## src/rtl/mix_columns_seq.sv

```systemverilog
// Column-serial AES MixColumns: latches a 128-bit state, mixes one column per clock (MSB column first),
// then holds the result until accepted. Defining MIXCOL_INV_EN adds the `inv` port and the inverse transform.
module mix_columns_seq (
    input  logic         clk,
    input  logic         rst,
    input  logic         in_valid,
    output logic         in_ready,
    input  logic [127:0] in_state,
`ifdef MIXCOL_INV_EN
    input  logic         inv,
`endif
    output logic         out_valid,
    input  logic         out_ready,
    output logic [127:0] out_state
);

    typedef enum logic [1:0] {IDLE, BUSY, DONE} state_t;

    state_t         state_q;
    logic [1:0]     col_q;
    logic [127:0]   data_q;
    logic [127:0]   out_q;
`ifdef MIXCOL_INV_EN
    logic           inv_q;
`endif

    function automatic logic [7:0] xtime(input logic [7:0] x);
        return {x[6:0], 1'b0} ^ (x[7] ? 8'h1b : 8'h00);
    endfunction

    // Column position counts down from the MSB column as col_q counts up.
    logic [1:0]  col_pos;
    logic [31:0] src_col;
    logic [7:0]  a [4];
    logic [7:0]  fwd_b [4];
    logic [31:0] fwd_col;
    logic [31:0] mix_col_d;

    assign col_pos = ~col_q;
    assign src_col = data_q[{col_pos, 5'b0} +: 32];

    genvar gi;
    generate
        for (gi = 0; gi < 4; gi++) begin : g_fwd
            // Row gi sits at byte offset (3-gi) inside the column word.
            assign a[gi]     = src_col[(3-gi)*8 +: 8];
            assign fwd_b[gi] = xtime(a[gi])
                             ^ (xtime(a[(gi+1)%4]) ^ a[(gi+1)%4])
                             ^ a[(gi+2)%4]
                             ^ a[(gi+3)%4];
            assign fwd_col[(3-gi)*8 +: 8] = fwd_b[gi];
        end
    endgenerate

`ifdef MIXCOL_INV_EN
    logic [7:0]  x2 [4];
    logic [7:0]  x4 [4];
    logic [7:0]  x8 [4];
    logic [7:0]  inv_b [4];
    logic [31:0] inv_col;

    generate
        for (gi = 0; gi < 4; gi++) begin : g_inv
            assign x2[gi] = xtime(a[gi]);
            assign x4[gi] = xtime(x2[gi]);
            assign x8[gi] = xtime(x4[gi]);
        end
        for (gi = 0; gi < 4; gi++) begin : g_inv_row
            // Coefficients 0e, 0b, 0d, 09 built from the doubling chain.
            assign inv_b[gi] = (x8[gi] ^ x4[gi] ^ x2[gi])
                             ^ (x8[(gi+1)%4] ^ x2[(gi+1)%4] ^ a[(gi+1)%4])
                             ^ (x8[(gi+2)%4] ^ x4[(gi+2)%4] ^ a[(gi+2)%4])
                             ^ (x8[(gi+3)%4] ^ a[(gi+3)%4]);
            assign inv_col[(3-gi)*8 +: 8] = inv_b[gi];
        end
    endgenerate

    assign mix_col_d = inv_q ? inv_col : fwd_col;
`else
    assign mix_col_d = fwd_col;
`endif

    assign in_ready  = (state_q == IDLE) || ((state_q == DONE) && out_ready);
    assign out_valid = (state_q == DONE);
    assign out_state = out_q;

    always_ff @(posedge clk) begin
        if (rst) begin
            state_q <= IDLE;
            col_q   <= 2'd0;
            data_q  <= 128'h0;
            out_q   <= 128'h0;
`ifdef MIXCOL_INV_EN
            inv_q   <= 1'b0;
`endif
        end else begin
            case (state_q)
                IDLE: begin
                    if (in_valid) begin
                        data_q  <= in_state;
`ifdef MIXCOL_INV_EN
                        inv_q   <= inv;
`endif
                        col_q   <= 2'd0;
                        state_q <= BUSY;
                    end
                end
                BUSY: begin
                    out_q[{col_pos, 5'b0} +: 32] <= mix_col_d;
                    col_q <= col_q + 2'd1;
                    if (col_q == 2'd3) begin
                        state_q <= DONE;
                    end
                end
                DONE: begin
                    if (out_ready) begin
                        if (in_valid) begin
                            data_q  <= in_state;
`ifdef MIXCOL_INV_EN
                            inv_q   <= inv;
`endif
                            col_q   <= 2'd0;
                            state_q <= BUSY;
                        end else begin
                            state_q <= IDLE;
                        end
                    end
                end
                default: begin
                    state_q <= IDLE;
                end
            endcase
        end
    end

endmodule

```

## config.mk

```make
export PLATFORM = sky130hd
export DESIGN_NAME = mix_columns_seq
export DESIGN_NICKNAME = d
export VERILOG_FILES = /design/src/rtl/mix_columns_seq.sv
export SDC_FILE = /design/constraint.sdc
export NUM_CORES = 1
export LEC_CHECK = 0
export BUFFER_PORTS_ARGS = -buffer_cell sky130_fd_sc_hd__buf_2
export CAP_MARGIN = 20
export CELL_PAD_IN_SITES_DETAIL_PLACEMENT = 0
export CELL_PAD_IN_SITES_GLOBAL_PLACEMENT = 1
export CORE_ASPECT_RATIO = 0.6
export CORE_MARGIN = 2
export CORE_UTILIZATION = 24
export CTS_BUF_LIST = sky130_fd_sc_hd__clkbuf_8 sky130_fd_sc_hd__clkbuf_16
export DETAILED_ROUTE_END_ITERATION = 12
export GPL_TIMING_DRIVEN = 0
export PLACE_DENSITY_LB_ADDON = 0.15
export SLEW_MARGIN = 20
export SYNTH_ARGS = -nofsm -noshare
export SYNTH_HDL_FRONTEND = slang
export SYNTH_SLANG_ARGS = --single-unit
export TNS_END_PERCENT = 1
```

## constraint.sdc

```tcl
create_clock -name clk -period 4.5 [get_ports clk]
set_input_delay 0.225 -clock clk [delete_from_list [all_inputs] [get_ports clk]]
set_output_delay 0.225 -clock clk [all_outputs]
set_load 0.02 [all_outputs]
```

==> results.md <==
* Gate power share at 22.3%
* 1st-pass router iterations at 5
* Hold buffer count at CTS at 129
* Post-route ant nets at 0
* FMAX at 0.309 GHz
* # nets final at 1,643
* Max cap viols at 0
* RR Startpoint: col_q[1]
* Mux contribution to synthesized area at 6.79%
* Clock sinks at 260
* Final core occ at 34.3%
* Setup bufs post-CTS at 0
* Worst path max stage delay at 0.74 ns
* Yosys synthesis warning count at 0
* Post-Synth Simple-Gate Area at 13.4%
* Worst-margin pin slew at 0.930 ns
* Input/output buffers at 261
* Worst-skew pair later-pin latency at 0.56 ns
* Site Rows at 59
* GRT Residual Overflow at 0
* Number of fill cells at 4,542
* Critical path peak fanout at 10
* Num CTS Buffers at 28
* Sw Ratio at 30.1%
* Synth Area in Adders at 0.589%
* Mapped Nets at 1,223
* Met1 usage at 28.3%
* Pwr/cell area at 423 nW/um^2
* Die Ht at 167 um
* Critical Path Slowest Stage Cell: xnor2_1
* WS Path Type: reg -> reg
* Overall Global Routing Usage at 18.7%
* Most used cell, CP: buf_2
* Worst Reg-to-Reg Cells at 7
* Synth Area in Compound Gates at 14.2%
* Core area at 43,500 um^2
* Initial antenna violation count at 2
* Critical Path, Cell by Cell: buf_2 -> buf_2 -> mux4_2 -> buf_4 -> xnor3_1 -> xnor2_1 -> a22o_1
* Worst reg2reg setup slack at 1.26 ns
* Mean Syn Cell Area at 9.78 um^2
* Fin crit share at 72.0%
* Peak VDD IR at 243 uV
* Setup violations, final at 0
* Sequential share of the synthesized area at 49.0%
* RSZ-0062 raised after global routing: no
* Clock transition at the registers of the reported paths at 0.06 ns
* Psw at 0.00189 W
* Synth cell types at 28
* Die width at 276 um
* Clock Tree Buf Depth at 3
* Area growth syn-to-layout at 40.4%
* Syn Inst Count at 1,086
* Setup crit start kind: flop
* Die ar. at 46,000 um^2
* Fin Clk Skew at 0.0105 ns
* CP Depth at 7
* Status: complete, no violations
* P_int at 0.00440 W
* Clk network pwr share at 38.5%
* Initial DRC Count at 570
* Xor and xnor area share after synthesis at 12.7%
* Grt met2 use at 28.1%
* Drt wl/cell at 20.7 um
* Final TNS setup at 0 ns
* GR Util met3 at 3.40%
* I/O pin count at 262
* Hold path start: in_valid
* Clock Root Buffer: clkbuf_16
* Final-report max-slew violation count at 0
* Largest family of logic cells by synthesized area: compound AO/OA/AOI/OAI gates
* Slew margin rel. at 37.6%
* Hold Path Depth at 4
* CP top delay family: XOR/XNOR gates
* Via count at 9,387
* Seq pwr share at 39.2%
* Largest net degree at the start of global routing at 14
* CP arrival at 3.74 ns
* Share of cells above drive strength 1 at 23.6%
* Initial core utilization at 24.4%
* Post-cts resize count at 0
* Routed WL at 43,500 um
* CP Buf/Inv Count at 3
* CP Launch Point: col_q[1]
* Final GP Congestion at 0.773
* Drt drc at 0
* DP HPWL at 32,700 um
* Synthesis-stage register bit count at 260
* Post-Syn Area at 10,600 um^2
* Layer with the highest usage: met1
* Global-route wire length before repair at 62,700 um
* Tmin final at 3.24 ns
* HP Class: in -> reg
* Via density at 4.46
* Lkg Pwr at 6.37 nW
* CP Capture Type: flop
* CP required at 5.00 ns
* CTS tree: yes
* Final hold viol count at 0
* H-tree depth at 1
* Vias in the first global route at 9,338
[power by group through the flow]
stage	Clock (W)	Combinational, W	Sequential [W]
final	0.00242	0.00140	0.00247
after CTS	0.00250	0.00143	0.00247
after global routing	0.00259	0.00151	0.00248
after detailed placement	0	0.00133	0.00252
after floorplan	0	0.000730	0.00255
after global placement	0	0.00133	0.00252
[logic make-up (layout without fill, tap and decap cells)]
kind of cell | count (synthesis) | after routing
simple gates | 366 | 366
compound gates | 265 | 265
flops | 260 | 260
buf+inv | 82 | 521
xor+xnor | 76 | 76
mux | 32 | 32
fa+ha+maj | 5 | 5
other cells | 0 | 1
[final timing paths]
| path | to |
|---|---|
| max | out_state[23] |
| min | state_q[0] |
| max reg2reg | out_state[23] |
| min reg2reg | out_state[6] |
[Yosys cell counts, drive strengths merged]
| cell | count | area (um^2) |
|---|---|---|
| nor2b | 5 | 31.3 |
| nand2b | 4 | 25.0 |
| dfxtp | 260 | 5200 |
| and3b | 1 | 8.76 |
| nor3 | 1 | 5.00 |
| inv | 3 | 11.3 |
| mux4 | 32 | 721 |
| xnor2 | 23 | 277 |
| a21oi | 136 | 681 |
| nor2 | 8 | 30.0 |
| clkbuf | 68 | 255 |
| xor2 | 10 | 95.1 |
| a22o | 48 | 420 |
| o21ai | 80 | 400 |
| and3 | 5 | 31.3 |
| xnor3 | 37 | 833 |
| xor3 | 6 | 143 |
| ha | 5 | 62.6 |
| nand2 | 337 | 1260 |
| buf | 11 | 87.6 |
| a22oi | 1 | 7.51 |
| nand3 | 5 | 25.0 |
[placed cells by master (no fill, tap or decap), types with 6 or more instances in the layout]
cell type      count
a21oi_1          136
dfxtp_1          260
o21ai_0           65
clkbuf_1          68
xor2_1             9
nand2_1          337
mux4_2            32
buf_2            267
xnor3_1           37
clkbuf_16         29
dlygate4sd3_1    129
xnor2_1           12
a22o_1            48
xnor2_2           11
o21ai_1           15
xor3_1             6
nor2_1             8
clkbuf_8           6
inv_1              8
[layer usage]
metal,part of all wire [%],wire [um],vias up
li1,-,-,4539
met1,51,22200,4610
met4,1.3,560,2
met2,43,18700,193
met3,4.6,2020,43
met5,0.025,11,-
[flip-flops by register name, summed over array words and instances (netlist names)]
signal     flops
state_q        2
data_q       128
out_state    128
col_q          2
[area by class of cell]
cell class	count	area (um^2)	share of cell area, %
Multi-Input combinational cell	744	5070	34.0
Buffer	79	343	2.30
Clock buffer	35	808	5.42
Timing Repair Buffer	390	2600	17.4
Clock inverter	14	145	0.974
Sequential cell	260	5200	34.9
Inverter	3	11.3	0.0755
Tap cell	579	724	4.86
Antenna cell	1	2.50	0.0168
[stage by stage]
stage                     total power, W  hold WS [ns]  instances  worst slack [ns]  cell area (um^2)
after global placement           0.00385         0.434       1926              1.14             12700
final                            0.00630         0.117       2105              1.26             14900
after CTS                        0.00640        0.0890       2104              1.22             14900
after global routing             0.00659         0.149       2105              1.12             14900
after floorplan                  0.00328         0.361       1086              2.19             10600
after detailed placement         0.00385         0.437       1926              1.25             12700
[worst reg2reg max path, cell delays in order (launching register included)]
cell and delay, ns:
dfxtp_1 0.40, buf_2 0.29, buf_2 0.45, mux4_2 0.42, buf_4 0.22, xnor3_1 0.38
xnor2_1 0.74, a22o_1 0.28
Note: power is estimated with default switching activity, not from simulation.
